[src/rtl/multicycle_control_fsm_pkg.sv]
// Shared types and constants for the multicycle RV32I control FSM.
// Opcode values follow the RV32I base encoding.
package multicycle_control_fsm_pkg;

    typedef logic [6:0] opcode_t;

    localparam opcode_t OpRType      = 7'b0110011;
    localparam opcode_t OpITypeLogic = 7'b0010011;
    localparam opcode_t OpITypeLoad  = 7'b0000011;
    localparam opcode_t OpSType      = 7'b0100011;
    localparam opcode_t OpBType      = 7'b1100011;
    localparam opcode_t OpJType      = 7'b1101111;

    localparam logic [1:0] AluOpAdd = 2'b00;
    localparam logic [1:0] AluOpSub = 2'b01;
    localparam logic [1:0] AluOpReg = 2'b10;

    typedef enum logic [3:0] {
        StReset,
        StFetch,
        StDecode,
        StMemAdr,
        StMemRead,
        StMemWb,
        StMemWrite,
        StExecR,
        StExecI,
        StAluWb,
        StBeq,
        StJal,
        StTrap
    } state_t;

    typedef enum logic [1:0] {
        SrcAPc    = 2'b00,
        SrcAOldPc = 2'b01,
        SrcARs1   = 2'b10
    } alu_src_a_t;

    typedef enum logic [1:0] {
        SrcBRs2  = 2'b00,
        SrcBImm  = 2'b01,
        SrcBFour = 2'b10
    } alu_src_b_t;

    typedef enum logic [1:0] {
        ResAluOut    = 2'b00,
        ResReadData  = 2'b01,
        ResAluResult = 2'b10
    } result_src_t;

endpackage

[src/rtl/multicycle_control_fsm_if.sv]
// Bundle between the control FSM (master) and the datapath/memory side (slave).
interface multicycle_control_fsm_if
    import multicycle_control_fsm_pkg::*;
#(
    parameter int unsigned CNT_W = 32
) ();

    opcode_t           opcode;
    logic              zero;
    logic              mem_ready;
    logic              mem_req;
    logic              mem_write;
    logic              adr_src;
    logic              ir_write;
    logic              pc_write;
    logic              reg_write;
    alu_src_a_t        alu_src_a;
    alu_src_b_t        alu_src_b;
    logic [1:0]        alu_op;
    result_src_t       result_src;
    logic              illegal_instr;
    logic [CNT_W-1:0]  instret;

    modport master (
        input  opcode, zero, mem_ready,
        output mem_req, mem_write, adr_src, ir_write, pc_write, reg_write,
        output alu_src_a, alu_src_b, alu_op, result_src, illegal_instr, instret
    );

    modport slave (
        output opcode, zero, mem_ready,
        input  mem_req, mem_write, adr_src, ir_write, pc_write, reg_write,
        input  alu_src_a, alu_src_b, alu_op, result_src, illegal_instr, instret
    );

endinterface

[src/rtl/multicycle_control_fsm_instret_counter.sv]
// Retired-instruction counter; wraps naturally at 2^CNT_W.
module multicycle_control_fsm_instret_counter #(
    parameter int unsigned CNT_W = 32
) (
    input  logic             clk,
    input  logic             reset,
    input  logic             en,
    output logic [CNT_W-1:0] count
);

    logic [CNT_W-1:0] count_q;

    always_ff @(posedge clk or negedge reset) begin
        if (!reset) begin
            count_q <= '0;
        end else if (en) begin
            count_q <= count_q + CNT_W'(1);
        end
    end

    assign count = count_q;

endmodule

[src/rtl/multicycle_control_fsm.sv]
// Main control FSM of the multicycle RV32I core: sequences ALU, memory port, IR and
// register-file writes, traps unsupported opcodes and counts retired instructions.
module multicycle_control_fsm
    import multicycle_control_fsm_pkg::*;
#(
    parameter int unsigned CNT_W = 32
) (
    input logic                      clk,
    input logic                      reset,
    multicycle_control_fsm_if.master bus
);

    state_t      state_q, state_d;
    logic        illegal_q;
    logic        mem_req, mem_write, adr_src, ir_write, reg_write;
    logic        pc_update, branch, count_en;
    alu_src_a_t  alu_src_a;
    alu_src_b_t  alu_src_b;
    logic [1:0]  alu_op;
    result_src_t result_src;

    always_ff @(posedge clk or negedge reset) begin
        if (!reset) begin
            state_q   <= StReset;
            illegal_q <= 1'b0;
        end else begin
            state_q <= state_d;
            if (state_d == StTrap) begin
                illegal_q <= 1'b1;
            end
        end
    end

    always_comb begin
        state_d    = state_q;
        mem_req    = 1'b0;
        mem_write  = 1'b0;
        adr_src    = 1'b0;
        ir_write   = 1'b0;
        reg_write  = 1'b0;
        pc_update  = 1'b0;
        branch     = 1'b0;
        alu_src_a  = SrcAPc;
        alu_src_b  = SrcBRs2;
        alu_op     = AluOpAdd;
        result_src = ResAluOut;

        unique case (state_q)
            StReset: state_d = StFetch;
            StFetch: begin
                mem_req    = 1'b1;
                alu_src_b  = SrcBFour;
                result_src = ResAluResult;
                ir_write   = bus.mem_ready;
                pc_update  = bus.mem_ready;
                if (bus.mem_ready) state_d = StDecode;
            end
            StDecode: begin
                // Branch target is precomputed here so StBeq only has to compare.
                alu_src_a = SrcAOldPc;
                alu_src_b = SrcBImm;
                case (bus.opcode)
                    OpRType:              state_d = StExecR;
                    OpITypeLogic:         state_d = StExecI;
                    OpITypeLoad, OpSType: state_d = StMemAdr;
                    OpBType:              state_d = StBeq;
                    OpJType:              state_d = StJal;
                    default:              state_d = StTrap;
                endcase
            end
            StMemAdr: begin
                alu_src_a = SrcARs1;
                alu_src_b = SrcBImm;
                case (bus.opcode)
                    OpITypeLoad: state_d = StMemRead;
                    OpSType:     state_d = StMemWrite;
                    default:     state_d = StTrap;
                endcase
            end
            StMemRead: begin
                mem_req = 1'b1;
                adr_src = 1'b1;
                if (bus.mem_ready) state_d = StMemWb;
            end
            StMemWb: begin
                result_src = ResReadData;
                reg_write  = 1'b1;
                state_d    = StFetch;
            end
            StMemWrite: begin
                mem_req   = 1'b1;
                adr_src   = 1'b1;
                mem_write = 1'b1;
                if (bus.mem_ready) state_d = StFetch;
            end
            StExecR: begin
                alu_src_a = SrcARs1;
                alu_op    = AluOpReg;
                state_d   = StAluWb;
            end
            StExecI: begin
                alu_src_a = SrcARs1;
                alu_src_b = SrcBImm;
                alu_op    = AluOpReg;
                state_d   = StAluWb;
            end
            StAluWb: begin
                reg_write = 1'b1;
                state_d   = StFetch;
            end
            StBeq: begin
                alu_src_a = SrcARs1;
                alu_op    = AluOpSub;
                branch    = 1'b1;
                state_d   = StFetch;
            end
            StJal: begin
                // rd gets OldPC+4 via the following writeback.
                alu_src_a = SrcAOldPc;
                alu_src_b = SrcBFour;
                pc_update = 1'b1;
                state_d   = StAluWb;
            end
            StTrap:  state_d = StTrap;
            default: state_d = StReset;
        endcase
    end

    // A transition into fetch retires an instruction unless it is the first one after reset.
    assign count_en = (state_d == StFetch) && (state_q != StFetch) && (state_q != StReset);

    multicycle_control_fsm_instret_counter #(
        .CNT_W (CNT_W)
    ) u_instret (
        .clk   (clk),
        .reset (reset),
        .en    (count_en),
        .count (bus.instret)
    );

    assign bus.mem_req       = mem_req;
    assign bus.mem_write     = mem_write;
    assign bus.adr_src       = adr_src;
    assign bus.ir_write      = ir_write;
    assign bus.pc_write      = pc_update | (branch & bus.zero);
    assign bus.reg_write     = reg_write;
    assign bus.alu_src_a     = alu_src_a;
    assign bus.alu_src_b     = alu_src_b;
    assign bus.alu_op        = alu_op;
    assign bus.result_src    = result_src;
    assign bus.illegal_instr = illegal_q;

endmodule

[src/flat_wrapper.sv]
// flat-port wrapper written by rule: the top's interface ports become plain ports
module multicycle_control_fsm_flat import multicycle_control_fsm_pkg::*;
#(
    parameter int unsigned CNT_W = 32
)
  (clk, reset, bus_opcode, bus_zero, bus_mem_ready, bus_mem_req, bus_mem_write, bus_adr_src, bus_ir_write, bus_pc_write, bus_reg_write, bus_alu_src_a, bus_alu_src_b, bus_alu_op, bus_result_src, bus_illegal_instr, bus_instret);
  multicycle_control_fsm_if #(.CNT_W(CNT_W)) bus_i ();
  input logic clk;
  input logic reset;
  input wire logic [$bits(bus_i.opcode)-1:0] bus_opcode;
  input wire logic [$bits(bus_i.zero)-1:0] bus_zero;
  input wire logic [$bits(bus_i.mem_ready)-1:0] bus_mem_ready;
  output wire logic [$bits(bus_i.mem_req)-1:0] bus_mem_req;
  output wire logic [$bits(bus_i.mem_write)-1:0] bus_mem_write;
  output wire logic [$bits(bus_i.adr_src)-1:0] bus_adr_src;
  output wire logic [$bits(bus_i.ir_write)-1:0] bus_ir_write;
  output wire logic [$bits(bus_i.pc_write)-1:0] bus_pc_write;
  output wire logic [$bits(bus_i.reg_write)-1:0] bus_reg_write;
  output wire logic [$bits(bus_i.alu_src_a)-1:0] bus_alu_src_a;
  output wire logic [$bits(bus_i.alu_src_b)-1:0] bus_alu_src_b;
  output wire logic [$bits(bus_i.alu_op)-1:0] bus_alu_op;
  output wire logic [$bits(bus_i.result_src)-1:0] bus_result_src;
  output wire logic [$bits(bus_i.illegal_instr)-1:0] bus_illegal_instr;
  output wire logic [$bits(bus_i.instret)-1:0] bus_instret;
  assign bus_i.opcode = bus_opcode;
  assign bus_i.zero = bus_zero;
  assign bus_i.mem_ready = bus_mem_ready;
  assign bus_mem_req = bus_i.mem_req;
  assign bus_mem_write = bus_i.mem_write;
  assign bus_adr_src = bus_i.adr_src;
  assign bus_ir_write = bus_i.ir_write;
  assign bus_pc_write = bus_i.pc_write;
  assign bus_reg_write = bus_i.reg_write;
  assign bus_alu_src_a = bus_i.alu_src_a;
  assign bus_alu_src_b = bus_i.alu_src_b;
  assign bus_alu_op = bus_i.alu_op;
  assign bus_result_src = bus_i.result_src;
  assign bus_illegal_instr = bus_i.illegal_instr;
  assign bus_instret = bus_i.instret;
  multicycle_control_fsm #(.CNT_W(CNT_W)) u_core (.clk(clk), .reset(reset), .bus(bus_i));
endmodule
[config.mk]
export PLATFORM = sky130hd
export DESIGN_NAME = multicycle_control_fsm_flat
export DESIGN_NICKNAME = d
export VERILOG_FILES = /design/src/rtl/multicycle_control_fsm_pkg.sv /design/src/rtl/multicycle_control_fsm_if.sv /design/src/rtl/multicycle_control_fsm_instret_counter.sv /design/src/rtl/multicycle_control_fsm.sv /design/src/flat_wrapper.sv
export SDC_FILE = /design/constraint.sdc
export NUM_CORES = 1
export LEC_CHECK = 0
export ABC_AREA = 0
export CORE_MARGIN = 3
export CORE_UTILIZATION = 40
export CTS_BUF_LIST = sky130_fd_sc_hd__clkbuf_4
export CTS_CLUSTER_DIAMETER = 50
export DETAILED_ROUTE_END_ITERATION = 8
export DONT_BUFFER_PORTS = 1
export PLACE_DENSITY_LB_ADDON = 0.2
export SYNTH_ARGS = -nofsm -noshare
export SYNTH_HDL_FRONTEND = slang
export SYNTH_SLANG_ARGS = --single-unit
[constraint.sdc]
create_clock -name clk -period 1.9 [get_ports clk]
set_clock_uncertainty 0.2 [all_clocks]
set_input_delay 0.38 -clock clk [delete_from_list [all_inputs] [get_ports clk]]
set_output_delay 0.38 -clock clk [all_outputs]
set_load 0.02 [all_outputs]
# [Word-level counts from Yosys, hierarchy flattened]
# Index checks and enable logic that the tools add are counted.
[classes] bitwise_logic=2 muxes=17 addsub=1 order_cmp=0 n_div=0 reduce_logical=15 shifts=0 n_mul=0 n_eq_ne=21
[op_table] op="$add A32 B1 Y32 const B" count=1
[op_table] op="$pmux W4 S8" count=1
[op_table] op="$eq A4 B4 Y1 const B" count=6
[op_table] op="$pmux W4 S5" count=1
[op_table] op="$eq A4 B3 Y1 const B" count=4
[op_table] op="$pmux W2 S2" count=4
[op_table] op="$eq A7 B6 Y1 const B" count=2
[op_table] op="$eq A7 B7 Y1 const B" count=2
[op_table] op="$mux W4" count=3
[op_table] op="$reduce_or A2 Y1" count=6
[op_table] op="$reduce_or A3 Y1" count=3
[op_table] op="$eq A4 B1 Y1 const B" count=2
[op_table] op="$eq A4 B2 Y1 const B" count=2
[op_table] op="$pmux W4 S2" count=1
[op_table] op="$reduce_or A4 Y1" count=2
[op_table] op="$eq A7 B2 Y1 const B" count=1
[op_table] op="$eq A7 B5 Y1 const B" count=1
[op_table] op="$mux W1" count=6
[op_table] op="$logic_not A4 Y1" count=1
[op_table] op="$ne A4 B1 Y1 const B" count=1
[op_table] op="$reduce_bool A4 Y1" count=1
[op_table] op="$logic_and A1 B1 Y1" count=2
[op_table] op="$pmux W1 S2" count=1
[op_table] op="$and A1 B1 Y1" count=1
[op_table] op="$or A1 B1 Y1" count=1
[word_totals] mem_bits_ro=0 ramBits=0 latch_bits=0 memories=0 register_bits=37 wordCells=59

# [Depth between registers and ports, before layout]
[depth] ltp_word=7 depth_mapped=7

# [Cells and area by module]
# A second synthesis with hierarchy kept.
[unflattened] cells_unflattened=206 area_unflattened_um2=2077.0
[by_module_without_submodules] mod="multicycle_control_fsm_instret_counter" n_inst=1 seq_area_each_um2=800.8 cells_per_inst=123 area_each_um2=1448.9
[by_module_without_submodules] mod="multicycle_control_fsm" n_inst=1 seq_area_each_um2=125.1 cells_per_inst=83 area_each_um2=628.1

# [Least setup slack after synthesis]
# Ideal clock, no wire load.
[synth_path] path_type="register -> output" start="register u_core.state_q[0]" end="output bus_alu_src_a[0]" arrival_time_ns=1.603 required_ns=1.320 stages_incl_launch_ff=5 n_path_buf=2 slack_ns=-0.283 path_cell_list="dfrtp_1 -> buf_2 -> clkbuf_1 -> nor2b_1 -> nor4b_1"
[synth_between] elab_chain_len=3
[synth_rtl] element="start: declaration" line="multicycle_control_fsm.sv:13" text="state_t state_q, state_d;"
[synth_rtl] element="start signal: assignment" line="multicycle_control_fsm.sv:24" text="state_q <= StReset;"
[synth_rtl] element="start signal: assignment" line="multicycle_control_fsm.sv:27" text="state_q <= state_d;"
[synth_rtl] element="$eq A4 B3 Y1, or another cell as far along" line="multicycle_control_fsm.sv:48" text="unique case (state_q)"
[synth_rtl] element="$reduce_or A4 Y1 (no line) / $reduce_or A2 Y1 (equally long branches)"
[synth_rtl] element="$pmux W2 S2 (*)" line="multicycle_control_fsm.sv:48"
[synth_rtl] element="end: declaration" line="flat_wrapper.sv:19" text="output wire logic [$bits(bus_i.alu_src_a)-1:0] bus_alu_src_a;"
# Mark *: on every way between the ends. The rest lies on a longest branch, timed or not.

# [Final worst setup path]
[layout_path] start="register u_core.state_q[0]" end="register u_core.state_q[1]"
[layout_between] elab_chain_len=3
[layout_rtl] element="$eq A4 B3 Y1, or another cell as far along" line="multicycle_control_fsm.sv:48"
[layout_rtl] element="$reduce_or A4 Y1 (no line) / $reduce_or A3 Y1 (equally long branches)"
[layout_rtl] element="$pmux W4 S8 (*)" line="multicycle_control_fsm.sv:48"
[layout_rtl] element="via u_core.state_d[1]" line="multicycle_control_fsm.sv:13"
# The timed path passes the listed nets; every way through them passes the cells marked *.
# A chain may end at the register's enable or synchronous reset.

==> out/metrics.cfg <==
[synthesis]
yosys.area_share.simple_pct = 25.9
synth_fa_ha_area_share_pct = 1.07
syn_inst = 220
synth_commonest_cells = 37 x dfrtp_1, 24 x nor2_1, 21 x nand2_1
synth_top_cell_area_share_pct = 44.1
ys.flop_type = dfrtp_1
synth_cell_types = 44
synth_edf_count = 0
syn_area_mm2 = 0.00210
synth.most_common_cell = dfrtp_1
yosys-top-cells-area = dfrtp_1 44%, xor2_1 7.1%, xnor2_1 6.7%
synth_seq_cells = 37
synth.largest_area_cell = dfrtp_1
ys_async_sr_fraction_pct = 100
synth-xor-area-share_pct = 13.8
avgSynthCellArea_um2 = 9.55
synth.yosys.seq_area_share_pct = 44.1
synth_warnings = 0
synth_nets = 232
synth_top_family_by_area = simple AND/OR/NAND/NOR gates
synth-compound-area-share_pct = 11.1
synth_mux_area_share_pct = 1.01

[pwr]
leakage_nw = 1.55
cellPowerDensity_mw_per_mm2 = 1140
peakVddDrop_mv = 0.756
power_mw = 3.77

[global_routing]
grt_max_degree = 38
grt-ovfl-total = 0
antenna_found_initial = 0
grt.total_usage_pct = 20.1
grt_pass1_vias = 2022
grt_first_pass_wirelength_mm = 9.76

[detailed_routing]
antenna_left = 0
post_drt_wl_per_cell_um = 16.6
vias = 1954
drt_first_pass_iters = 5
drc = 0
drt-initial-drc-count = 116
routed_wl_mm = 6.14
viasPerCell = 5.28

[critical_path]
path_class = register to register
critPathTopFamily = buffers and inverters
crit_start = u_core.state_q[0]
crit_path_start_kind = register
critPathSlowestCell = dfrtp_2
max_stage_delay_ns = 0.42
cp.required_ns = 1.96
cp.arrival_ns = 2.19
cpMostUsedCell = buf_4
setup.worst_path.end_class = register
r2r-start = u_core.state_q[0]
critPathBufInv = 6
path_cells = buf_6, nor2b_4, nand2_2, buf_4, buf_4, buf_4, buf_4, buf_4, o21ai_2, nor2_1, o22ai_1
crit_path_max_fanout = 7

[placed_design]
dpl.hpwl_mm = 3.78
placed_area_mm2 = 0.00258
gp_congestion = 0.791
pre_cts_slack_ns = -0.0619
io_buffer_count = 0
placed_cells = 334

[cts]
cts_buffers = 5
cts_tree = yes
clkLatencyLatePin_ns = 0.36
clkSlewWorstSetupHoldPaths_ns = 0.11
clock_sinks = 37
cts_buffer_depth = 2
ctsRootBufferMaster = clkbuf_4
h-tree-depth = 2

[run_status]
status = finished, violations left
violations = negative setup slack

[layout]
syn_to_final_growth_pct = 58.2
post-route-cell-area_mm2 = 0.00332
final_core_util_pct = 67.7
layout-drive-gt1-share_pct = 49.8
finalNonFillerCells = 370
final_nets = 314
antennaDiodeCount = 0

[sta]
fin_crit_ns = 2.13
final.setup.tns_ns = -2.52
timing.final.ws_setup_ns = -0.229
relSlewSlack_pct = 64.5
clock.fmax_mhz = 470
rsz0062_at_grt = yes
holdWs_ns = 0.0203
period_share_pct = 112
worstMarginPinSlew_ns = 0.531
final-hold-violation-count = 0
setup_viol_count_final = 32
slew_violations = 0

[job]
cap_violations = 0

[die]
initial_core_util_pct = 42.8
die_area_mm2 = 0.00616
die_h_um = 78.5
core_area_mm2 = 0.00491
row_count = 25
die_w_um = 78.5
pin_count = 58

[hold_path]
holdCritPathClass = input pin to register
holdCritStartpoint = bus_opcode[6]

## area by class of cell
type / count / area (um2)
flip-flops and latches: 37 / 930
inverters: 8 / 30.0
clock inverters: 2 / 10.0
repair buffers: 83 / 739
well taps: 67 / 83.8
clock buffers: 6 / 45.0
fillers: 368 / 1590
multi-input cells: 167 / 1490
## report_power, final
group	internal, mW	switching [mW]	leakage [nW]
registers	0.888	0.0848	0.475
logic	1.17	1.21	1.04
clock network	0.155	0.268	0.0354
total	2.21	1.56	1.55
## kinds of logic after synthesis
| logic type | count (synthesis) |
|---|---|
| compound gates | 31 |
| mux | 2 |
| xor+xnor | 33 |
| fa+ha+maj | 2 |
| flops | 37 |
| buf+inv | 16 |
| simple gates | 99 |
## flip-flops by register name (all words and copies together) (netlist names)
| register | count |
|---|---|
| u_core.u_instret.count | 32 |
| u_core.bus.illegal_instr | 1 |
| u_core.state_q | 4 |
## timing repair
| item | CTS | global route |
|---|---|---|
| pin swaps | 14 | 36 |
| endpoints found under the setup margin | 20 | 41 |
| buffers inserted | 20 | 5 |
| gates resized for setup | 51 | 46 |
| hold buffers | 4 | 0 |
| endpoints found under the hold margin | 38 | 0 |
## worst register-to-register path: cells and delay by family, from the launching register on
kind / cells / cell delay (ns)
buffers and inverters: 6 / 0.78
flip-flops: 1 / 0.42
AND/OR/NAND/NOR: 3 / 0.29
AO/OA/AOI/OAI: 2 / 0.35
## routing by layer
| metal | track usage (%) | routed length, um | vias to the layer above |
|---|---|---|---|
| met5 | 0 | 0 | - |
| met2 | 32.8 | 3080 | 57 |
| met1 | 25.8 | 2630 | 957 |
| met3 | 5.16 | 346 | 9 |
| li1 | - | - | 931 |
| met4 | 6.99 | 86 | 0 |
## worst paths after layout
path,endpoint,slack [ns],depth (start not counted)
setup / recovery,u_core.state_q[1],-0.23,11
hold / removal,u_core.state_q[1],0.02,2
setup reg to reg,u_core.state_q[1],-0.23,11
hold reg to reg,u_core.u_instret.count[17],0.41,2
max in group asynchronous,u_core.state_q[1],1.03,2
min in group asynchronous,u_core.u_instret.count[8],0.27,2
## placed cells by master, fill, tap and decap left out, types with 2 or more instances in the layout
master and count:
dfrtp_1 34, nor2b_4 3, nand2b_1 3, xor2_1 16
nand2b_4 3, nand2_2 6, o22ai_2 2, nand3_1 6
a32oi_1 2, and3_1 3, and2_1 3, dfrtp_2 3
nor2_4 11, buf_6 19, nor3_4 3, nor2b_1 2
xnor2_1 15, o21ai_0 8, o21a_1 2, dlygate4sd3_1 3
clkbuf_4 6, clkinv_2 2, inv_1 8, nor3_2 3
nand4_1 7, buf_12 3, a21oi_1 3, nor2_2 3
nand2_1 15, nor2_1 10, buf_4 58, nor4_4 5
a21oi_4 2
Power figures use the tool's default switching activity.
